### config.mk
export PLATFORM = sky130hd
export DESIGN_NAME = instr_dispatch
export DESIGN_NICKNAME = d
export VERILOG_FILES = /design/src/rtl/mcu_pkg.sv /design/src/rtl/exec_watchdog.sv /design/src/rtl/instr_dispatch.sv
export SDC_FILE = /design/constraint.sdc
export NUM_CORES = 1
export LEC_CHECK = 0
export CAP_MARGIN = 20
export CELL_PAD_IN_SITES_DETAIL_PLACEMENT = 0
export CELL_PAD_IN_SITES_GLOBAL_PLACEMENT = 1
export CORE_AREA = 2 2 52 102
export DETAILED_ROUTE_END_ITERATION = 16
export DIE_AREA = 0 0 54 104
export PLACE_DENSITY = 0.76
export SKIP_CTS_REPAIR_TIMING = 1
export SLEW_MARGIN = 30
export SYNTH_ARGS = -nofsm -noshare
export SYNTH_HDL_FRONTEND = slang
export SYNTH_SLANG_ARGS = --single-unit
### constraint.sdc
create_clock -name clk -period 2.4 [get_ports clk]
set_clock_uncertainty 0.2 [all_clocks]
set_input_delay 0.48 -clock clk [delete_from_list [all_inputs] [get_ports clk]]
set_output_delay 0.48 -clock clk [all_outputs]
set_load 0.05 [all_outputs]
### src/rtl/mcu_pkg.sv
// Shared definitions for the microcontroller: opcodes, dispatcher state
// encoding and the default opcode-ownership mask.
package mcu_pkg;

  localparam logic [3:0] OP_NOP    = 4'h0;
  localparam logic [3:0] OP_ALUI_A = 4'h1;
  localparam logic [3:0] OP_ALUI_B = 4'h2;
  localparam logic [3:0] OP_HALT   = 4'hF;

  localparam logic [15:0] EXEC_MASK_DEFAULT = 16'h0006;

  typedef enum logic [2:0] {
    IDLE,
    FETCH,
    EXEC,
    CLEAR,
    HALT
  } disp_state_t;

  function automatic logic has_exec_fsm(input logic [15:0] mask, input logic [3:0] op);
    return mask[op];
  endfunction

endpackage

### src/rtl/exec_watchdog.sv
// EXEC-state timeout counter; expired flags the cycle in which the
// TIMEOUT-th consecutive enabled cycle elapses.
module exec_watchdog #(
  parameter int unsigned TIMEOUT = 15
) (
  input  logic clk,
  input  logic rst,
  input  logic clear,
  input  logic enable,
  output logic expired
);

  localparam int unsigned CW = $clog2(TIMEOUT + 1);

  logic [CW-1:0] count;

  always_ff @(posedge clk) begin
    if (rst || clear) begin
      count <= '0;
    end else if (enable && (count != CW'(TIMEOUT))) begin
      count <= count + CW'(1);
    end
  end

  assign expired = enable && (count == CW'(TIMEOUT - 1));

endmodule

### src/rtl/instr_dispatch.sv
// Instruction fetch/dispatch sequencer: fetches, broadcasts the instruction
// to the execution FSMs, tracks the PC and clears the bus after completion.
module instr_dispatch
  import mcu_pkg::*;
#(
  parameter int unsigned PC_W      = 8,
  parameter int unsigned TIMEOUT   = 15,
  parameter logic [15:0] EXEC_MASK = EXEC_MASK_DEFAULT
) (
  input  logic            clk,
  input  logic            rst,
  input  logic            run,
  output logic [PC_W-1:0] mem_addr,
  output logic            mem_rd,
  input  logic [15:0]     mem_data,
  input  logic            mem_valid,
  output logic [15:0]     fullBitNum,
  input  logic            PC_inc,
  input  logic            done,
  output logic            busy,
  output logic            halted,
  output logic            fault
);

  disp_state_t     state, state_nxt;
  logic [PC_W-1:0] pc, pc_nxt;
  logic [15:0]     ir, ir_nxt;
  logic            halted_nxt, fault_nxt;
  logic            wd_expired;
  logic [3:0]      opcode;

  assign opcode     = mem_data[15:12];
  assign mem_addr   = pc;
  assign fullBitNum = ir;

  exec_watchdog #(
    .TIMEOUT(TIMEOUT)
  ) u_watchdog (
    .clk    (clk),
    .rst    (rst),
    .clear  (state != EXEC),
    .enable (state == EXEC),
    .expired(wd_expired)
  );

  always_comb begin
    state_nxt  = state;
    pc_nxt     = pc;
    ir_nxt     = ir;
    halted_nxt = halted;
    fault_nxt  = fault;
    case (state)
      IDLE: begin
        ir_nxt = '0;
        if (run) state_nxt = FETCH;
      end
      FETCH: begin
        if (mem_valid) begin
          if (opcode == OP_NOP) begin
            pc_nxt    = pc + PC_W'(1);
            ir_nxt    = '0;
            state_nxt = CLEAR;
          end else if (opcode == OP_HALT) begin
            halted_nxt = 1'b1;
            state_nxt  = HALT;
          end else if (has_exec_fsm(EXEC_MASK, opcode)) begin
            ir_nxt    = mem_data;
            state_nxt = EXEC;
          end else begin
            fault_nxt  = 1'b1;
            halted_nxt = 1'b1;
            state_nxt  = HALT;
          end
        end
      end
      EXEC: begin
        if (PC_inc) pc_nxt = pc + PC_W'(1);
        // done has priority over a coincident watchdog expiry
        if (done) begin
          ir_nxt    = '0;
          state_nxt = CLEAR;
        end else if (wd_expired) begin
          ir_nxt     = '0;
          fault_nxt  = 1'b1;
          halted_nxt = 1'b1;
          state_nxt  = HALT;
        end
      end
      CLEAR: begin
        ir_nxt    = '0;
        state_nxt = run ? FETCH : IDLE;
      end
      HALT: begin
        ir_nxt = '0;
      end
      default: begin
        ir_nxt    = '0;
        state_nxt = IDLE;
      end
    endcase
  end

  // Handshake/status outputs are registered from the next state so they
  // line up with the state they describe.
  always_ff @(posedge clk) begin
    if (rst) begin
      state  <= IDLE;
      pc     <= '0;
      ir     <= '0;
      mem_rd <= 1'b0;
      busy   <= 1'b0;
      halted <= 1'b0;
      fault  <= 1'b0;
    end else begin
      state  <= state_nxt;
      pc     <= pc_nxt;
      ir     <= ir_nxt;
      mem_rd <= (state_nxt == FETCH);
      busy   <= (state_nxt == FETCH) || (state_nxt == EXEC) || (state_nxt == CLEAR);
      halted <= halted_nxt;
      fault  <= fault_nxt;
    end
  end

endmodule

======== After elaboration in Yosys (flattened, before gate mapping) ========
Memory sizes are Yosys's and may differ from the RTL's.
Index checks and enable logic that the tools add are counted.
operators by class
  reductions and logical operators ........ 12
  equality and inequality tests ........... 23
  magnitude comparators ................... 1
  muxes and demuxes ....................... 32
  $add $sub $neg .......................... 2
operators by type and width
  operator               count
  $mux W16               6
  $pmux W16 S2           1
  $mux W8                3
  $mux W3                7
  $ne A2 B2 Y1 const B   8
  $pmux W8 S2            1
  $pmux W3 S5            1
  $eq A3 B2 Y1 const B   4
  $ne A3 B3 Y1 const B   4
  $mux W1                11
  $add A8 B1 Y8 const B  1
  $eq A4 B4 Y1 const B   2
  $reduce_and A4 Y1      2
  $reduce_and A7 Y1      1
  $eq A3 B1 Y1 const B   2
  $reduce_and A6 Y1      1
  $lt A4 B5 Y1 const B   1
  $add A4 B1 Y4 const B  1
  $logic_not A4 Y1       1
  $ne A4 B4 Y1 const B   1
  $pmux W1 S2            2
  $eq A3 B3 Y1 const B   1
  $logic_not A3 Y1       1
  $logic_or A1 B1 Y1     3
  other kinds (3)        4
storage, ports and cells
  bits in read-only memories .............. 16
  bits of input ports ..................... 22
  memories ................................ 1
  word-level logic and storage cells ...... 79
  output and inout port bits .............. 28
  flip-flop bits (word level) ............. 35
memories
  memory            depth  width  rd ports  clocked after Yosys merged registers in  wr ports  line           source
  (name not given)  16     1      1         0                                        0         mcu_pkg.sv:21  return mask[op];

======== Depth between registers and ports, before layout ========
Gate-level depths: netlist (run 1).
  word-level depth ........................ 10
  mapped depth ............................ 7
  gate-level depth less buffers ........... 6

======== By module ========
Synthesis (run 1) repeated with hierarchy kept, for this count alone.
unflattened totals
  cell total of the unflattened synthesis .. 175
  area total of the unflattened synthesis .. 1671.6 µm²
modules (own cells, without submodules)
  module          times used  cells each  sequential area each (µm²)  area an instance (µm²)
  instr_dispatch  1           153         620.6                       1455.1
  exec_watchdog   1           22          80.1                        216.5

======== Worst setup path after synthesis (run 1) ========
OpenSTA, ideal clock, no wires.
  kind .................................... in2reg
  from .................................... input mem_data[12]
  to ...................................... register pc[6] (netlist: mem_addr[6])
  path slack .............................. 280 ps
  setup time .............................. 70 ps
  stages .................................. 7
  buffers on the path ..................... 1
  required time ........................... 2130 ps
  arrival time ............................ 1849 ps
  path through ............................ inv_1 ha_1 nor3b_1 a32oi_1 buf_2 or3_1 a21oi_1
on the way
  longest elaborated chain between the ends .. 3
ends and longest elaborated chain
  element                             line                   source
  start, declared                     instr_dispatch.sv:15   input logic [15:0] mem_data,
  $logic_not A4 Y1                    instr_dispatch.sv:59   if (opcode == OP_NOP) begin
  $ne A2 B2 Y1 (no source line)       n/a
  $reduce_and A4 Y1 (no source line)  n/a
  end signal, assigned                instr_dispatch.sv:116  pc <= pc_nxt;
  end, declared                       instr_dispatch.sv:26   logic [PC_W-1:0] pc, pc_nxt;
No other way between the ends.
A chain may end at the register's enable or synchronous reset.

======== Worst setup path in the final report (run 1) ========
  from .................................... register pc[0] (netlist: mem_addr[0])
  to ...................................... output mem_addr[0]
RTL lines
  element        line                  source
  end, declared  instr_dispatch.sv:13  output logic [PC_W-1:0] mem_addr,
No word-level cell between the ends.

==> out/qor.yml, run 1 <==
synth_cell_types: 37
synthFlopType: "dfxtp_1"
core_area_um2: 4860
slew_violations: 0
r2r-end: "mem_addr[7]"
final_antenna_net_count: 0
gr-total-overflow: 0
path_clk_slew_ns: 0.06
holdPathStages: 2
synth-seq-cells: 35
grt_pass1_vias: 1410
synth_top_area_share_pct: 43.9
fillCellCount: 477
rr_worst_depth: 5
ios: 50
gp_congestion: 0.714
period_share_pct: 93.8
start_util_pct: 32.8
viasPerCell: 4.95
cp.arrival_ns: 1.57
cp.required_ns: 1.72
r2r-start: "state[1]"
synth_common_cells: "35 x dfxtp_1, 18 x nand2_1, 15 x mux2i_1, 15 x nand2b_1, 11 x nor2_1"
drc: 0
utilization_pct: 47.8
syn_inst: 175
slowest_stage: "clkdlybuf4s50_1"
outcome: "finished clean"
die_area_um2: 5620
cts.htree.levels: 2
grt_setup_unrepaired: "false"
min_from: "halted"
hpwlAfterDp_um: 2940
design_area_um2: 2320
cts_buffers: 5
synth_edf_count: 0
timing_hold_violations_final: 0
synth_most_common_cell: "dfxtp_1"
crit_path_max_fanout: 6
yosys_warnings: 0
port_buffers: 49
cp_num_buf_inv: 1
syn_area_um2: 1600
powerDensity_nw_per_um2: 545
grtUsageTotal_pct: 14.5
setup_viol: 0
fmax_mhz: 444
regArea_um2: 701
syn_avg_cell_area_um2: 9.13
path_cells: "clkdlybuf4s50_1"
grt_max_degree: 26
synth.top_cells.by_area: "dfxtp_1 44%, mux2i_1 9.4%, nand2b_1 5.9%"
dr.pass1.iters: 4
holdWs_ns: 0.253
die_x_um: 54
cap_viol_max_count: 0
worst_pin_slew_ns: 0.509
critical_path.top_delay_family: "buffers and inverters"
fp.dieH_um: 104
yosysSeqAreaShare_pct: 43.9
power.leakage_nw: 0.898
min_period_ns: 2.25
path_class: "flop to primary output"
synthToLayoutAreaGrowth_pct: 45.5
antennaDiodeCount: 0
clock_latency_ns: 0.28
cts_tree: "built"
synth_top_area_cell: "dfxtp_1"
tns_ns: 0
drt-total-wl_um: 3880
hp-class: "flop to flop"
startpoint_type: "flop"
async_flop_share_pct: 0
cp-end-kind: "primary output"
ir_drop_uv: 394
cpPeakStageDelay_ns: 0.85
r2r_setup_slack_ns: 0.31
grt_pass1_wl_um: 6100
cts.path.max_buffers: 2
dr.first_iter.drc_count: 14
antenna_found_initial: 0
relSlewSlack_pct: 66.0
placed_cell_area_um2: 2230
fp-row-count: 36
whs_endpoint: "halted"
num_vias: 1455
drive_gt1_share_pct: 11.0
nNetsFinal: 264
root_buffer: "clkbuf_8"
multi_input_area_um2: 835
wire_per_inst_um: 13.2
syn_nets: 202
cts.sink_count: 35
-- worst max path at each step --
stage / slack, ns / start / end / cells after the start
5_1_grt: 0.03 / mem_data[13] / mem_addr[6] / 8
4_1_cts: 0.05 / mem_data[12] / mem_addr[7] / 8
3_5_place_dp: -0.23 / mem_data[12] / mem_addr[7] / 8
3_3_place_gp: -0.14 / mem_data[12] / mem_addr[6] / 8
6_report: 0.15 / mem_addr[0] / mem_addr[0] / 1
2_1_floorplan: 0.28 / mem_data[12] / mem_addr[6] / 7
-- metrics by stage --
step           instances  total power, mW  setup WS, ns
2_1_floorplan        175            0.759         0.280
3_3_place_gp         287            0.864        -0.142
3_5_place_dp         287            0.865        -0.227
4_1_cts              294             1.29        0.0464
5_1_grt              294             1.32        0.0312
6_report             294             1.27         0.149
-- kinds of logic after synthesis --
family | Yosys count | share of synthesized area [%]
mux | 15 | 9.40
simple gates | 71 | 24.7
flops | 35 | 43.9
buf+inv | 15 | 4.23
compound gates | 31 | 12.2
xor+xnor | 3 | 1.64
fa+ha+maj | 5 | 3.92
-- registers in the layout (all words and copies together) (netlist names) --
register	count
state	3
mem_addr	8
busy	1
halted	1
mem_rd	1
u_watchdog.count	4
fullBitNum	16
fault	1
-- report_power, final --
part / leakage (nW) / switching, mW / total, mW / internal, mW
sequential: 0.284 / 0.0134 / 0.614 / 0.600
combinational: 0.567 / 0.124 / 0.236 / 0.112
clock: 0.0470 / 0.193 / 0.418 / 0.225
-- area by class of cell --
| type | instances | share of cell area, % |
|---|---|---|
| multi-input combinational | 125 | 35.9 |
| sequential | 35 | 30.1 |
| timing repair buffer | 62 | 25.8 |
| clock buffer | 6 | 3.55 |
| tap | 57 | 3.07 |
| inverter | 8 | 1.29 |
| clock inverter | 1 | 0.215 |
-- cells in the final DEF, fill, tap and decap left out, types with 4 or more instances in the layout --
master,count
nand2b_1,15
nor2_1,11
nand3_1,6
clkdlybuf4s50_1,49
buf_4,12
ha_1,5
mux2i_1,15
dfxtp_1,35
nand2_1,18
or3_1,5
a21oi_1,8
inv_1,8
nor3b_1,4
o21ai_0,10
clkbuf_8,6
-- routing by layer --
layer	global-route usage [%]	vias up	share of wire [%]
li1	-	731	-
met1	13.5	675	38
met2	27.6	44	54
met3	3.16	5	6.1
met4	5.89	0	1.9
met5	0	-	0
Power figures use the tool's default switching activity.
==> run 2: changes to the inputs <==
--- a/config.mk
+++ b/config.mk
@@ -11,6 +11,7 @@
 export CORE_AREA = 2 2 52 102
 export DETAILED_ROUTE_END_ITERATION = 16
 export DIE_AREA = 0 0 54 104
+export GPL_TIMING_DRIVEN = 0
 export PLACE_DENSITY = 0.76
 export SKIP_CTS_REPAIR_TIMING = 1
 export SLEW_MARGIN = 30
==> run 2 against run 1 <==
  * Non-clock buffer count decreased by 2
  * Via count decreased by 2.3%
  * Sequential power about the same
  * Critical endpoint unchanged
  * Hold slack got worse by 0.0019 ns
  * Final area decreased by 0.11%
  * Critical path depth unchanged
==> out/qor.yml, run 2 (synthesized netlist as in run 1, its figures left out) <==
outcome: "finished clean"
power_frac_comb_pct: 18.4  # -0.2 points
dr.first_iter.drc_count: 8  # -6
p_clk_share_pct: 32.4  # -0.6 points
r2r-start: "state[1]"
synthToLayoutAreaGrowth_pct: 45.3
core_area_um2: 4860  # unchanged
fp-row-count: 36  # unchanged
hpwlAfterDp_um: 2980  # +1.5%
antennaDiodeCount: 0  # unchanged
holdWs_ns: 0.251  # -0.00185 ns
critical_path.top_delay_family: "buffers and inverters"
cp.arrival_ns: 1.56  # about the same
fmax_mhz: 446  # +0.36%
switching_share_pct: 27.2  # +1.1 points
num_vias: 1422  # -2.3%
r2r-end: "mem_addr[5]"
port_buffers: 49  # unchanged
utilization_pct: 47.7  # -0.051 points
postLayoutSetupSlackWorst_ns: 0.157  # +0.00812 ns
grt_pass1_wl_um: 6190  # +1.5%
die_x_um: 54  # unchanged
period_share_pct: 93.5  # -0.34 points
seqPwrFrac_pct: 49.2  # +0.8 points
r2r_setup_slack_ns: 0.31  # about the same
p_total_mw: 1.24  # -1.8%
mostFrequentLayoutCell: "clkdlybuf4s50_1"
switching_power_mw: 0.338  # +2.2%
endpoint: "mem_addr[0]"
startpoint_type: "flop"
largest_register_ffs: 16  # unchanged
grt_max_degree: 11  # -58%
relSlewSlack_pct: 61.9  # -4.1 points
ios: 50  # unchanged
die_area_um2: 5620  # unchanged
multi_input_area_um2: 870  # +4.2%
cp_num_buf_inv: 1  # unchanged
cts.htree.levels: 2  # unchanged
fillCellCount: 487  # +2.1%
grt_pass1_vias: 1380  # -2.1%
cts_buffers: 5  # unchanged
path_cells: "clkdlybuf4s50_1"
ir_drop_uv: 393  # -0.32%
timing_hold_violations_final: 0  # unchanged
min_from: "halted"
path_class: "flop to primary output"
gr-total-overflow: 0  # unchanged
setup_viol: 0  # unchanged
viasPerCell: 4.85  # -1.9%
min_period_ns: 2.24  # -0.00812 ns
slowest_stage: "clkdlybuf4s50_1"
clock_latency_ns: 0.28  # about the same
grt_setup_unrepaired: "false"
drc: 0  # unchanged
worst_pin_slew_ns: 0.571  # +0.0617 ns
cts.sink_count: 35  # unchanged
crit_path_max_fanout: 6  # unchanged
drive_gt1_share_pct: 10.2  # -0.80 points
grtUsageTotal_pct: 14.6  # +0.14 points
antenna_found_initial: 0  # unchanged
wire_per_inst_um: 13.1  # -0.98%
cp-end-kind: "primary output"
drt-total-wl_um: 3830  # -1.3%
final_antenna_net_count: 0  # unchanged
cpPeakStageDelay_ns: 0.84  # about the same
rr_worst_depth: 5  # unchanged
start_util_pct: 32.8  # unchanged
dp_slack_ns: -0.614  # -0.387 ns
layout_common_cells: "47 x clkdlybuf4s50_1, 35 x dfxtp_1, 18 x nand2_1, 15 x nand2b_1, 15 x mux2i_1"
cp.required_ns: 1.72  # about the same
regArea_um2: 701  # unchanged
cts_tree: "built"
root_buffer: "clkbuf_8"
dr.pass1.iters: 4  # unchanged
slew_violations: 0  # unchanged
cap_viol_max_count: 0  # unchanged
nNetsFinal: 262  # -0.76%
hp-class: "flop to flop"
cp.depth: 1  # unchanged
crit_start: "mem_addr[0]"
gp_congestion: 0.700  # -1.9%
cts.path.max_buffers: 2  # unchanged
path_clk_slew_ns: 0.06  # about the same
power.leakage_nw: 0.891  # -0.77%
powerDensity_nw_per_um2: 536  # -1.7%
power.internal_mw: 0.907  # -3.2%
fp.dieH_um: 104  # unchanged
run 2: cell count changes in the layout (fill, tap and decap cells not counted), moves of 2 or more:
cell | before | now
buf_6 | 0 | 2
buf_4 | 12 | 4
clkbuf_1 | 0 | 5
dlymetal6s2s_1 | 0 | 2
clkdlybuf4s50_1 | 49 | 47
run 2: worst min path at each step:
stage	end	slack, ns	cells past startpoint
global placement	halted	0.24	2
global route	fullBitNum[0]	0.29	2
CTS	halted	0.26	2
finish	halted	0.25	2
detailed placement	halted	0.25	2
floorplan	u_watchdog.count[2]	0.31	2
run 2: final cells by class:
cell class,count,area share (%)
clock buffer,7,3.29
buffer,7,1.89
multi-input combinational,125,37.4
inverter,8,1.29
sequential,35,30.2
timing repair buffer,53,22.6
tap,57,3.07
clock inverter,1,0.216
run 2: per-layer routing:
metal  GRT usage [%]  wire (µm)
met4            5.89         71
met3            3.74        227
met5               0          0
met1            14.1       1440
met2            27.1       2090
run 2: per-stage QoR:
step	area (µm²)	std cells	setup TNS, ns
floorplan	1600	175	0
global placement	2160	281	-7.22
detailed placement	2160	281	-7.66
CTS	2240	289	-1.41
global route	2320	293	0
finish	2320	293	0
run 2: power by group through the flow:
stage               clock [mW]  combinational (mW)  sequential (mW)
CTS                      0.421               0.225            0.612
floorplan                    0              0.0780            0.681
global placement             0               0.224            0.625
finish                   0.403               0.230            0.612
global route             0.440               0.246            0.615
detailed placement           0               0.224            0.626
==> run 3: changes to the inputs <==
--- a/config.mk
+++ b/config.mk
@@ -8,13 +8,16 @@
 export CAP_MARGIN = 20
 export CELL_PAD_IN_SITES_DETAIL_PLACEMENT = 0
 export CELL_PAD_IN_SITES_GLOBAL_PLACEMENT = 1
-export CORE_AREA = 2 2 52 102
+export CORE_AREA = 2 2 52 103
+export CTS_CLUSTER_DIAMETER = 50
 export DETAILED_ROUTE_END_ITERATION = 16
-export DIE_AREA = 0 0 54 104
+export DIE_AREA = 0 0 54 105
 export GPL_TIMING_DRIVEN = 0
-export PLACE_DENSITY = 0.76
+export PLACE_DENSITY = 0.77
+export SETUP_SLACK_MARGIN = 0.05
 export SKIP_CTS_REPAIR_TIMING = 1
 export SLEW_MARGIN = 30
 export SYNTH_ARGS = -nofsm -noshare
 export SYNTH_HDL_FRONTEND = slang
+export SYNTH_HIERARCHICAL = 1
 export SYNTH_SLANG_ARGS = --single-unit
==> run 3 against run 2 <==
  * Register-to-register slack about the same
  * Combinational power up 3%
  * Non-clock buffer count down 4
  * Sequential power about the same
  * Global-route usage up 1.2 points
  * Critical endpoint unchanged
  * Largest power group unchanged
  * Fmax down 1.1%
==> out/qor.yml, run 3 <==
synth.top_cells.by_area: "dfxtp_1 42%, mux2i_1 9.6%, nand2b_1 6.0%"
drive_gt1_share_pct: 12.4  # +2.3 points
startpoint_type: "flop"
yosys.area_share.simple_pct: 28.1  # +3.3 points
synth_top_area_cell: "dfxtp_1"
num_vias: 1446  # +1.7%
viasPerCell: 4.99  # +2.7%
largest_register_ffs: 16  # unchanged
syn_avg_cell_area_um2: 9.55  # +4.6%
setup_viol: 0  # unchanged
synth_common_cells: "35 x dfxtp_1, 16 x mux2i_1, 16 x nand2b_1, 15 x nand2_1"
synth_compound_area_share_pct: 10.5  # -1.7 points
cts.sink_count: 35  # unchanged
port_buffers: 49  # unchanged
cts_tree: "built"
synthFlopType: "dfxtp_1"
p_total_mw: 1.40  # +13%
path_clk_slew_ns: 0.07  # about the same
endpoint: "mem_addr[0]"
root_buffer: "clkbuf_8"
outcome: "finished clean"
syn_nets: 202  # unchanged
gr-total-overflow: 0  # unchanged
relSlewSlack_pct: 65.3  # +3.5 points
fp-row-count: 36  # unchanged
powerDensity_nw_per_um2: 587  # +9.6%
core_area_um2: 4860  # unchanged
final_antenna_net_count: 0  # unchanged
grt_use_met2_pct: 26.7  # -0.35 points
synth_cell_types: 44  # +19%
placed_cell_area_um2: 2230  # +3.4%
hp-class: "flop to flop"
syn_inst: 175  # unchanged
cp.required_ns: 1.72  # about the same
synth_top_family_by_area: "simple AND/OR/NAND/NOR gates"
yosysSeqAreaShare_pct: 41.9  # -1.9 points
design_area_um2: 2390  # +2.8%
cp.depth: 1  # unchanged
hpwlAfterDp_um: 2960  # -0.65%
antennaDiodeCount: 0  # unchanged
period_share_pct: 94.5  # +1.0 points
ios: 50  # unchanged
cp-end-kind: "primary output"
utilization_pct: 49.1  # +1.3 points
ir_drop_uv: 400  # +1.8%
crit_start: "mem_addr[0]"
synthToLayoutAreaGrowth_pct: 42.8
antenna_found_initial: 0  # unchanged
grt_pass1_wl_um: 6600  # +6.7%
grtUsageTotal_pct: 15.8  # +1.2 points
cts_buffers: 5  # unchanged
synth_mux_area_share_pct: 10.3  # +0.86 points
r2r-end: "fullBitNum[10]"
async_flop_share_pct: 0  # unchanged
slew_violations: 0  # unchanged
timing_hold_violations_final: 0  # unchanged
clock_latency_ns: 0.29  # about the same
dr.pass1.iters: 4  # unchanged
slowest_stage: "clkdlybuf4s50_1"
top_usage_layer: "met2"
mostFrequentLayoutCell: "clkdlybuf4s50_1"
crit_path_max_fanout: 6  # unchanged
yosys_warnings: 6  # +6
wire_per_inst_um: 13.5  # +3.2%
cpPeakStageDelay_ns: 0.85  # about the same
grt_pass1_vias: 1417  # +2.7%
die_area_um2: 5670  # +0.96%
synth_top_area_share_pct: 41.9  # -1.9 points
rr_worst_depth: 7  # +2
cp_num_buf_inv: 1  # unchanged
r2r_setup_slack_ns: 0.30  # about the same
synth-seq-cells: 35  # unchanged
cts.htree.levels: 2  # unchanged
use_met1_pct: 17.5  # +3.3 points
cp.arrival_ns: 1.59  # +0.03 ns
cts.path.max_buffers: 2  # unchanged
start_util_pct: 34.4  # +1.5 points
die_x_um: 54  # unchanged
syn_area_um2: 1670  # +4.6%
dr.first_iter.drc_count: 16  # +8
power.leakage_nw: 0.944  # +5.9%
nNetsFinal: 259  # -1.1%
worst_pin_slew_ns: 0.518  # -0.0523 ns
fp.dieH_um: 105  # +0.96%
path_cells: "clkdlybuf4s50_1"
drc: 0  # unchanged
layout_common_cells: "48 x clkdlybuf4s50_1, 35 x dfxtp_1, 16 x nand2b_1, 16 x mux2i_1, 15 x nand2_1"
synth_edf_count: 0  # unchanged
critical_path.top_delay_family: "buffers and inverters"
fmax_mhz: 441  # -1.1%
synth_most_common_cell: "dfxtp_1"
path_class: "flop to primary output"
synth_fa_ha_area_share_pct: 3.74  # -0.17 points
gp_congestion: 0.750  # +7.0%
cap_viol_max_count: 0  # unchanged
use_met3_pct: 2.57  # -1.2 points
drt-total-wl_um: 3910  # +2.1%
synth-xor-area-share_pct: 0.524  # -1.1 points
grt_max_degree: 12  # +1
min_period_ns: 2.27  # +0.0252 ns
r2r-start: "state[1]"
grt_setup_unrepaired: "false"
==> run 3: cell count changes in the layout (fill, tap and decap cells not counted), moves of 3 or more <==
cell,delta
nand2_1,-3
o21ai_0,-6
clkbuf_1,-4
a21oi_1,+3
buf_4,-3
nor2b_1,+3
nor3_1,+3
clkbuf_8,+3
==> run 3: worst min path at each step <==
stage / endpoint / cells after the start / from / slack (ns)
final: fault / 2 / fault / 0.26
after global routing: fault / 2 / fault / 0.27
after CTS: fault / 2 / fault / 0.25
after detailed placement: fault / 2 / fault / 0.24
after global placement: fault / 2 / fault / 0.23
after floorplan: u_watchdog/count[3] / 2 / u_watchdog/count[3] / 0.29
==> run 3: final cells by class <==
type,count,area [µm²]
buffer,6,58.8
clock buffer,6,82.6
clock inverter,2,35.0
fill,508,2480
inverter,7,31.3
multi-input combinational,127,907
sequential,35,701
tap,57,71.3
timing repair buffer,50,500
==> run 3: layer usage <==
metal	vias to the layer above	part of all wire, %	routed length (µm)
li1	732	-	-
met1	677	39	1540
met2	30	55	2150
met3	7	2.9	113
met4	0	2.8	111
met5	-	0	0
==> run 3: logic make-up after synthesis <==
kind of cell	Yosys count
compound gates	25
xor+xnor	1
fa+ha+maj	5
buf+inv	13
flops	35
mux	17
simple gates	79
==> run 3: metrics by stage <==
| stage | setup WS (ns) | hold WS (ns) | setup TNS, ns | instances |
|---|---|---|---|---|
| finish | 0.132 | 0.255 | 0 | 290 |
| global route | 0.0805 | 0.269 | 0 | 290 |
| CTS | -0.152 | 0.255 | -1.18 | 289 |
| detailed placement | -0.431 | 0.237 | -4.94 | 281 |
| global placement | -0.404 | 0.234 | -4.40 | 281 |
| floorplan | 0.180 | 0.285 | 0 | 175 |
==> run 3: tightest hold or removal path, cell delays in order, from the launching register on <==
cell and delay (ns):
dfxtp_1 0.32, inv_1 0.05, a21oi_1 0.05
==> run 3: power breakdown <==
group          switching (mW)  total [mW]  internal, mW
Combinational           0.130       0.238         0.108
Sequential             0.0127       0.612         0.600
Clock                   0.216       0.552         0.336
Total                   0.358        1.40          1.04
